<file path="src/rtl/ham_dec.sv">
// ham_dec: decodes a 34-bit tagged word into a 32-bit data word and a 2-bit
// mode, buffered through a 2-entry FIFO with valid/ready handshakes on both sides.
// Optional per-mode accepted-word statistics are built only when the macro
// HAM_DEC_STATS_EN is defined; otherwise the stat outputs are tied to zero.
module ham_dec #(
  parameter int unsigned CNT_W = 16
) (
  input  logic             clk,
  input  logic             resetn,
  input  logic [33:0]      in_code,
  input  logic             in_valid,
  output logic             in_ready,
  output logic [31:0]      out_data,
  output logic [1:0]       out_mode,
  output logic             out_valid,
  input  logic             out_ready,
  input  logic             stat_clr,
  output logic [CNT_W-1:0] stat_inv,
  output logic [CNT_W-1:0] stat_swp,
  output logic [CNT_W-1:0] stat_iel,
  output logic [CNT_W-1:0] stat_iol
);

  typedef enum logic [1:0] {
    OCC_EMPTY = 2'd0,
    OCC_ONE   = 2'd1,
    OCC_FULL  = 2'd2
  } occ_t;

  occ_t        occ, occ_nxt;
  logic        in_ready_q;
  logic        wr_ptr, rd_ptr;
  logic [31:0] mem_data [2];
  logic [1:0]  mem_mode [2];
  logic [31:0] dec_data;
  logic [31:0] payload;
  logic        push, pop;

  assign payload   = in_code[33:2];
  assign push      = in_valid & in_ready_q;
  assign pop       = (occ != OCC_EMPTY) & out_ready;
  assign in_ready  = in_ready_q;
  assign out_valid = (occ != OCC_EMPTY);
  assign out_data  = mem_data[rd_ptr];
  assign out_mode  = mem_mode[rd_ptr];

  // Combinational decode of the incoming payload according to its mode tag
  always_comb begin
    dec_data = '0;
    case (in_code[1:0])
      2'b00: dec_data = ~payload;
      2'b01: begin
        for (int unsigned k = 0; k < 16; k++) begin
          dec_data[2*k]   = payload[2*k+1];
          dec_data[2*k+1] = payload[2*k];
        end
      end
      2'b10: dec_data = payload ^ 32'h5555_5555;
      default: dec_data = payload ^ 32'hAAAA_AAAA;
    endcase
  end

  // Next occupancy from push/pop; simultaneous push and pop holds occupancy
  always_comb begin
    occ_nxt = occ;
    case ({push, pop})
      2'b10:   occ_nxt = (occ == OCC_EMPTY) ? OCC_ONE : OCC_FULL;
      2'b01:   occ_nxt = (occ == OCC_FULL) ? OCC_ONE : OCC_EMPTY;
      default: occ_nxt = occ;
    endcase
  end

  // Occupancy register; in_ready is registered from the next occupancy so it
  // has no combinational dependence on out_ready
  always_ff @(posedge clk or negedge resetn) begin
    if (!resetn) begin
      occ        <= OCC_EMPTY;
      in_ready_q <= 1'b0;
    end else begin
      occ        <= occ_nxt;
      in_ready_q <= (occ_nxt != OCC_FULL);
    end
  end

  // FIFO storage and 1-bit pointers that wrap modulo 2
  always_ff @(posedge clk or negedge resetn) begin
    if (!resetn) begin
      wr_ptr <= 1'b0;
      rd_ptr <= 1'b0;
      for (int unsigned i = 0; i < 2; i++) begin
        mem_data[i] <= '0;
        mem_mode[i] <= '0;
      end
    end else begin
      if (push) begin
        mem_data[wr_ptr] <= dec_data;
        mem_mode[wr_ptr] <= in_code[1:0];
        wr_ptr           <= ~wr_ptr;
      end
      if (pop) begin
        rd_ptr <= ~rd_ptr;
      end
    end
  end

`ifdef HAM_DEC_STATS_EN
  logic [CNT_W-1:0] cnt [4];

  // Saturating per-mode counters of accepted words; clear wins over increment
  always_ff @(posedge clk or negedge resetn) begin
    if (!resetn) begin
      for (int unsigned i = 0; i < 4; i++) cnt[i] <= '0;
    end else if (stat_clr) begin
      for (int unsigned i = 0; i < 4; i++) cnt[i] <= '0;
    end else if (push && (cnt[in_code[1:0]] != '1)) begin
      cnt[in_code[1:0]] <= cnt[in_code[1:0]] + CNT_W'(1);
    end
  end

  assign stat_inv = cnt[0];
  assign stat_swp = cnt[1];
  assign stat_iel = cnt[2];
  assign stat_iol = cnt[3];
`else
  logic unused_stat_clr;
  assign unused_stat_clr = stat_clr;
  assign stat_inv = '0;
  assign stat_swp = '0;
  assign stat_iel = '0;
  assign stat_iol = '0;
`endif

endmodule

</file>
<file path="config.mk">
export PLATFORM = sky130hd
export DESIGN_NAME = ham_dec
export DESIGN_NICKNAME = d
export VERILOG_FILES = /design/src/rtl/ham_dec.sv
export SDC_FILE = /design/constraint.sdc
export NUM_CORES = 1
export LEC_CHECK = 0
export BUFFER_PORTS_ARGS = -buffer_cell sky130_fd_sc_hd__buf_2
export CORE_UTILIZATION = 45
export DETAILED_ROUTE_END_ITERATION = 10
export PLACE_DENSITY = 0.71
export SYNTH_ARGS = -nofsm -noshare
export SYNTH_HDL_FRONTEND = slang
export SYNTH_SLANG_ARGS = --single-unit
</file>
<file path="constraint.sdc">
create_clock -name clk -period 1.8 [get_ports clk]
set_input_delay 0.36 -clock clk [delete_from_list [all_inputs] [get_ports clk]]
set_output_delay 0.36 -clock clk [all_outputs]
set_load 0.05 [all_outputs]
</file>
==> results of run 1 <==
where the power goes:
| group | leakage [nW] | switching, mW | internal, mW |
|---|---|---|---|
| sequential | 0.860 | 0.446 | 2.45 |
| combinational | 1.55 | 4.20 | 2.93 |
| clock | 0.117 | 0.631 | 0.866 |
final timing paths:
kind	depth (start not counted)	endpoint	slack (ns)	startpoint
max	4	out_data[30]	-0.09	rd_ptr$_DFFE_PN0P_
min	3	rd_ptr$_DFFE_PN0P_	0.32	out_ready
max reg2reg	4	mem_data[23]$_DFFE_PN0P_	0.49	in_ready$_DFF_PN0_
min reg2reg	2	mem_mode[2]$_DFFE_PN0P_	0.49	mem_mode[2]$_DFFE_PN0P_
max in group asynchronous	3	mem_data[36]$_DFFE_PN0P_	0.73	resetn
min in group asynchronous	2	mem_data[26]$_DFFE_PN0P_	0.51	resetn
worst reg2reg max path: stages (launching register included):
cell and delay (ns):
dfrtp_1 0.47, and3_1 0.19, buf_4 0.31, nor2_1 0.09, a31oi_1 0.18
registers in the layout, summed over array words and instances, names as in the netlist:
register / flops
mem_data: 64
mem_mode: 4
occ: 2
in_ready: 1
rd_ptr: 1
wr_ptr: 1
cell usage after synthesis, types with 2 or more instances:
cell type | n | area share
buf_4 | 64 | 0.11
or3_1 | 15 | 0.021
buf_2 | 19 | 0.021
a31oi_1 | 31 | 0.043
clkbuf_1 | 11 | 0.0091
o31ai_1 | 2 | 0.0033
o21ai_0 | 15 | 0.017
mux2_2 | 34 | 0.085
dfrtp_1 | 73 | 0.40
a22o_1 | 32 | 0.062
buf_6 | 3 | 0.0075
mux2i_1 | 2 | 0.0044
xnor2_1 | 2 | 0.0039
nor2_1 | 62 | 0.051
nand3b_1 | 16 | 0.027
nor2b_1 | 61 | 0.084
nand3_1 | 2 | 0.0022
nand2_1 | 35 | 0.029
kinds of logic (layout without fill, tap and decap cells):
| family | after synthesis | after routing | share of synthesized area |
|---|---|---|---|
| AOI/OAI and AO/OA | 83 | 83 | 0.1298 |
| buffers and inverters | 99 | 107 | 0.1459 |
| muxes | 36 | 36 | 0.08915 |
| xor gates and xnor gates | 3 | 3 | 0.005815 |
| DFF | 73 | 73 | 0.4042 |
| other | 1 | 64 | 0.0008298 |
| and+or+nand+nor | 197 | 197 | 0.2243 |
area by class of cell:
| type | instances | area [µm²] |
|---|---|---|
| timing repair buffer | 90 | 882.1 |
| inverter | 1 | 3.754 |
| clock buffer | 11 | 151.4 |
| sequential | 73 | 1828 |
| tap | 133 | 166.4 |
| fill | 854 | 4343 |
| multi-input combinational | 383 | 2315 |
| clock inverter | 5 | 85.08 |
repair_timing:
| action | CTS | global route |
|---|---|---|
| resized for setup | 80 | 11 |
| setup buffers | 2 | 0 |
| gates cloned | 3 | 0 |
| hold buffers | 1 | 0 |
| endpoints found under the hold margin | 16 | 0 |
| pin swaps | 0 | 0 |
| endpoints found under the setup margin | 34 | 34 |
per-layer routing:
layer	up-vias	routed length [µm]
met1	1727	4831
met4	0	123
met3	9	580
met2	131	4939
met5	-	0
li1	1697	-
==> qor.csv, run 1 <==
stage,metric,value,unit
outcome,status,"complete, but fails checks",
outcome,violations,setup timing,
detailed_routing,wl_per_cell,15.05,µm
placed_design,dp_cells,674,
critical_path,cp_common_cell,buf_6,
detailed_routing,firstDrtPassIters,5,
synth,synth_seq_area_share,0.4042,
sta,finalSetupViolations,34,
placed_design,portBuffers,73,
clock_network,cts_tree,yes,
sta,finClkSkew,0.01340,ns
final_layout,utilization,0.5557,
flow_run,cap_violations,0,
pwr,ir_drop,0.8801,mV
critical_path,worstPathRequired,1.44,ns
floorplan,ios,139,
global_route,top_usage_layer,met2,
final_layout,finalNonFillerCells,696,
clock_network,htreeDepth,3,
global_route,antenna_found_initial,0,
pwr,power.leakage,2.522,nW
sta,setup_tns,-2.634,ns
final_layout,layout_commonest_cell,dfrtp_1,
critical_path,slowest_delay,0.42,ns
critical_path,crit_slowest_cell,dfrtp_2,
synth,synthArstFlopShare,1.000,
placed_design,gp_congestion,0.7677,
critical_path,startpoint_type,flop,
synth,netlist_instances,492,
global_route,grt_pass1_wl,16.38,mm
floorplan,die_w,102.2,µm
final_layout,final_area,0.005431,mm²
clock_network,numCtsBuffers,9,
global_route,grt_pass1_vias,3196,
synth,syn_area,0.004519,mm²
clock_network,clock_latency,0.35,ns
global_route,grt_use_met1,0.2926,
clock_network,path_clk_slew,0.08,ns
final_layout,num_antenna_cells,0,
floorplan,start_util,0.4624,
pwr,power,11.53,mW
placed_design,post-place-ws,0.2282,ns
placed_design,placed_cell_area,0.004802,mm²
min_path,hold_path.class,primary input to flop,
floorplan,die_area,0.01045,mm²
synth,ys_warn_count,0,
synth,synth_ff_type,dfrtp_1,
critical_path,path_class,flop to output pin,
critical_path,crit_fanout,9,
sta,worst_slew_pin_slew,0.5243,ns
final_layout,area.growth.synth_to_final,20.18,%
clock_network,cts.path.max_buffers,2,
global_route,grt_max_degree,68,
global_route,overflow,0,
synth,synth_edf_count,0,
clock_network,clockRootBuffer,clkbuf_8,
floorplan,rows,36,
sta,finalHoldViolCount,0,
sta,period_minus_slack,1.888,ns
sta,timing.fmax,529.7,MHz
floorplan,core-area,0.009774,mm²
global_route,met3_usage,0.03352,
detailed_routing,routed_wl,10.47,mm
sta,hold_slack,0.3236,ns
final_layout,layout_common_cells,"dfrtp_1, conb_1, nor2_1",
synth,ys_ff_latch,73,
pwr,p_per_area,2123,mW/mm²
global_route,track_usage,0.2086,
placed_design,dp_hpwl,6.528,mm
sta,slew_headroom,0.6505,
critical_path,cp_cell_sequence,"buf_6, buf_16, mux2_4, buf_6",
critical_path,critPathBufInv,3,
synth,synth_area_per_cell,9.186,µm²
floorplan,dieHeight,102.2,µm
sta,post-route-period-util,1.049,
critical_path,path_delay_family,buffers and inverters,
critical_path,endpoint_kind,output pin,
global_route,gr-usage-met2,0.3258,
sta,rsz0062_at_grt,true,
detailed_routing,viasPerCell,5.121,
sta,maxSlewViolCount,0,
detailed_routing,drc_errors,0,
final_layout,drive_gt1_frac,0.2504,
clock_network,clock-sinks,73,
final_layout,nets,597,
critical_path,critPathArrivalTime,1.53,ns
detailed_routing,vias,3564,
synth,yosysUniqueCellTypes,31,
sta,worst_slack,-0.08783,ns
detailed_routing,initialDrtViolationCount,217,
detailed_routing,antenna_left,0,
Power figures use the tool's default switching activity.
==> run 2: changes to the inputs <==
--- a/config.mk
+++ b/config.mk
@@ -6,6 +6,7 @@
 export NUM_CORES = 1
 export LEC_CHECK = 0
 export BUFFER_PORTS_ARGS = -buffer_cell sky130_fd_sc_hd__buf_2
+export CORE_ASPECT_RATIO = 1.2
 export CORE_UTILIZATION = 45
 export DETAILED_ROUTE_END_ITERATION = 10
 export PLACE_DENSITY = 0.71
==> run 2 against run 1 <==
The flow still finishes with violations (setup timing). Routed wire length grew 0.23%. Clock skew shrank 0.0052 ns. Utilization grew 1.5 points. Sequential cell count is the same. Sequential power is essentially flat. First-iteration DRC count is the same. Hold slack lost 0.30 ns. Global-route usage shrank 0.42 points. Sequential share of layout area shrank 0.52 points. Combinational power is essentially flat. Critical endpoint is now out_data[1]. Highest routed layer unchanged.
==> qor.csv, run 2 (synthesized netlist as in run 1, its figures left out) <==
stage,metric,value,unit,change
outcome,status,"complete, but fails checks",,
outcome,violations,setup timing,,
clock_network,htreeDepth,3,,unchanged
floorplan,die_area,0.01045,mm²,about the same
sta,finClkSkew,0.008166,ns,-0.005238 ns
global_route,track_usage,0.2045,,-0.004158
detailed_routing,wl_per_cell,15.28,µm,+1.5%
sta,finalHoldViolCount,0,,unchanged
min_path,hold_path.class,primary input to async pin,,
final_layout,layout_commonest_cell,dfrtp_1,,
global_route,grt_pass1_vias,3312,,+3.6%
critical_path,crit_fanout,9,,unchanged
sta,hold_slack,0.02188,ns,-0.3017 ns
sta,worst_slew_pin_slew,0.5610,ns,+0.03668 ns
sta,rsz0062_at_grt,true,,
sta,post-route-period-util,1.050,,about the same
detailed_routing,firstDrtPassIters,4,,-1
floorplan,rows,39,,+8.3%
floorplan,core-area,0.009662,mm²,-1.2%
floorplan,dieHeight,111.8,µm,+9.4%
floorplan,start_util,0.4678,,+0.005389
critical_path,reg2reg_slack,0.47,ns,-0.02 ns
global_route,grt_pass1_wl,16.45,mm,+0.42%
final_layout,area.growth.synth_to_final,22.07,%,
final_layout,fill_cells,859,,+0.59%
pwr,p_per_area,2164,mW/mm²,+2.0%
critical_path,crit_slowest_cell,dfrtp_2,,
critical_path,critPathLaunch,rd_ptr$_DFFE_PN0P_,,
detailed_routing,antenna_left,0,,unchanged
global_route,overflow,0,,unchanged
placed_design,portBuffers,73,,unchanged
final_layout,layout_common_cells,"dfrtp_1, conb_1, nor2_1",,
pwr,ir_drop,0.8378,mV,-4.8%
placed_design,post-place-ws,0.2181,ns,-0.01006 ns
critical_path,startpoint_type,flop,,
critical_path,endpoint_kind,output pin,,
placed_design,gp_congestion,0.7625,,-0.68%
critical_path,slowest_delay,0.39,ns,-0.03 ns
floorplan,ios,139,,unchanged
detailed_routing,viasPerCell,5.157,,+0.71%
clock_network,path_clk_slew,0.06,ns,-0.02 ns
sta,maxSlewViolCount,0,,unchanged
final_layout,largest_registers,"mem_data (64), mem_mode (4), occ (2)",,
final_layout,num_antenna_cells,0,,unchanged
critical_path,cp_cell_sequence,"buf_6, buf_12, mux2_2, buf_6",,
sta,timing.fmax,529.2,MHz,about the same
clock_network,clock_latency,0.33,ns,-0.02 ns
critical_path,r2r_start,in_ready$_DFF_PN0_,,
critical_path,r2r_cells,4,,unchanged
critical_path,endpoint,out_data[1],,
detailed_routing,drc_errors,0,,unchanged
placed_design,placed_cell_area,0.004797,mm²,-0.10%
critical_path,cp.depth,4,,unchanged
floorplan,die_w,93.48,µm,-8.5%
final_layout,nets,598,,+0.17%
clock_network,ctsHoldBuffers,0,,-1
final_layout,largest_reg_flops,64,,unchanged
detailed_routing,routed_wl,10.50,mm,+0.23%
final_layout,top_register,mem_data,,
critical_path,path_class,flop to output pin,,
critical_path,path_delay_family,buffers and inverters,,
clock_network,cts_tree,yes,,
flow_run,cap_violations,0,,unchanged
critical_path,critPathBufInv,3,,unchanged
sta,worst_slack,-0.08966,ns,-0.001835 ns
global_route,antenna_found_initial,0,,unchanged
placed_design,dp_hpwl,6.737,mm,+3.2%
clock_network,clock-sinks,73,,unchanged
final_layout,multi_input_area,0.002300,mm²,-0.65%
detailed_routing,vias,3543,,-0.59%
final_layout,final_area,0.005517,mm²,+1.6%
pwr,power.leakage,2.562,nW,+1.6%
global_route,grt_max_degree,67,,-1.5%
final_layout,final-seq-area,0.001828,mm²,unchanged
sta,setup_tns,-2.275,ns,+0.3589 ns
clock_network,clockRootBuffer,clkbuf_16,,
sta,finalSetupViolations,34,,unchanged
clock_network,cts.path.max_buffers,2,,unchanged
sta,period_minus_slack,1.890,ns,+0.001835 ns
final_layout,drive_gt1_frac,0.2518,,+0.001329
sta,slew_headroom,0.6260,,-0.02445
critical_path,critPathArrivalTime,1.53,ns,about the same
critical_path,r2r-end,mem_data[45]$_DFFE_PN0P_,,
critical_path,worstPathRequired,1.44,ns,about the same
critical_path,cp_common_cell,buf_6,,
clock_network,numCtsBuffers,9,,unchanged
detailed_routing,initialDrtViolationCount,217,,unchanged
## run 2: changes by cell type in the layout (fill, tap and decap cells not counted), sizes merged
| cell | change |
|---|---|
| buf | +1 |
| clkbuf | +1 |
| clkinv | +3 |
| clkinvlp | -1 |
| dlygate4sd3 | -1 |
| inv | -2 |
## run 2: through the flow
step           total power [mW]  std cells  utilization
3_5_place_dp              8.633        665       0.4965
2_1_floorplan             7.526        555            -
4_1_cts                   11.84        686       0.5657
5_1_grt                   12.50        687       0.5710
6_report                  11.94        687       0.5710
3_3_place_gp              8.510        665       0.4965
## run 2: per-layer routing
layer	wire length, µm	up-vias	global-route usage
met2	5041	132	0.3333
met1	4648	1701	0.2699
met3	611	15	0.03825
met5	0	-	0
li1	-	1695	-
met4	195	0	0.07385
## run 2: cell type report
cell class | instances | share of cell area
multi-input cells | 383 | 0.4169
inverters | 1 | 0.0006804
well taps | 123 | 0.02790
clock buffers | 11 | 0.04400
clock inverters | 5 | 0.01429
repair buffers | 91 | 0.1649
flip-flops and latches | 73 | 0.3314
## run 2: where the power goes
group | leakage (nW) | internal (mW) | switching (mW) | total [mW]
Clock | 0.159 | 1.25 | 0.655 | 1.90
Sequential | 0.860 | 2.46 | 0.439 | 2.90
Combinational | 1.54 | 2.94 | 4.20 | 7.14
Total | 2.56 | 6.64 | 5.29 | 11.9
## run 2: worst min path at each step
stage               cells after the start                  endpoint    from  slack, ns
finish                                  1  mem_data[18]$_DFFE_PN0P_  resetn       0.02
global route                            1  mem_data[18]$_DFFE_PN0P_  resetn       0.05
floorplan                               0        in_ready$_DFF_PN0_  resetn       0.06
detailed placement                      1  mem_data[18]$_DFFE_PN0P_  resetn       0.39
global placement                        1  mem_data[18]$_DFFE_PN0P_  resetn       0.37
CTS                                     1  mem_data[36]$_DFFE_PN0P_  resetn       0.03
## run 2: timing repair
action	CTS	global route
setup buffers	2	0
cloned	3	1
endpoints found under the setup margin	34	34
resized for setup	78	7
## run 2: worst register-to-register path, stage by stage, from the launching register on
cell and delay, ns:
dfrtp_1 0.46, and3b_1 0.20, buf_4 0.32, nor2_1 0.09, a31oi_1 0.17
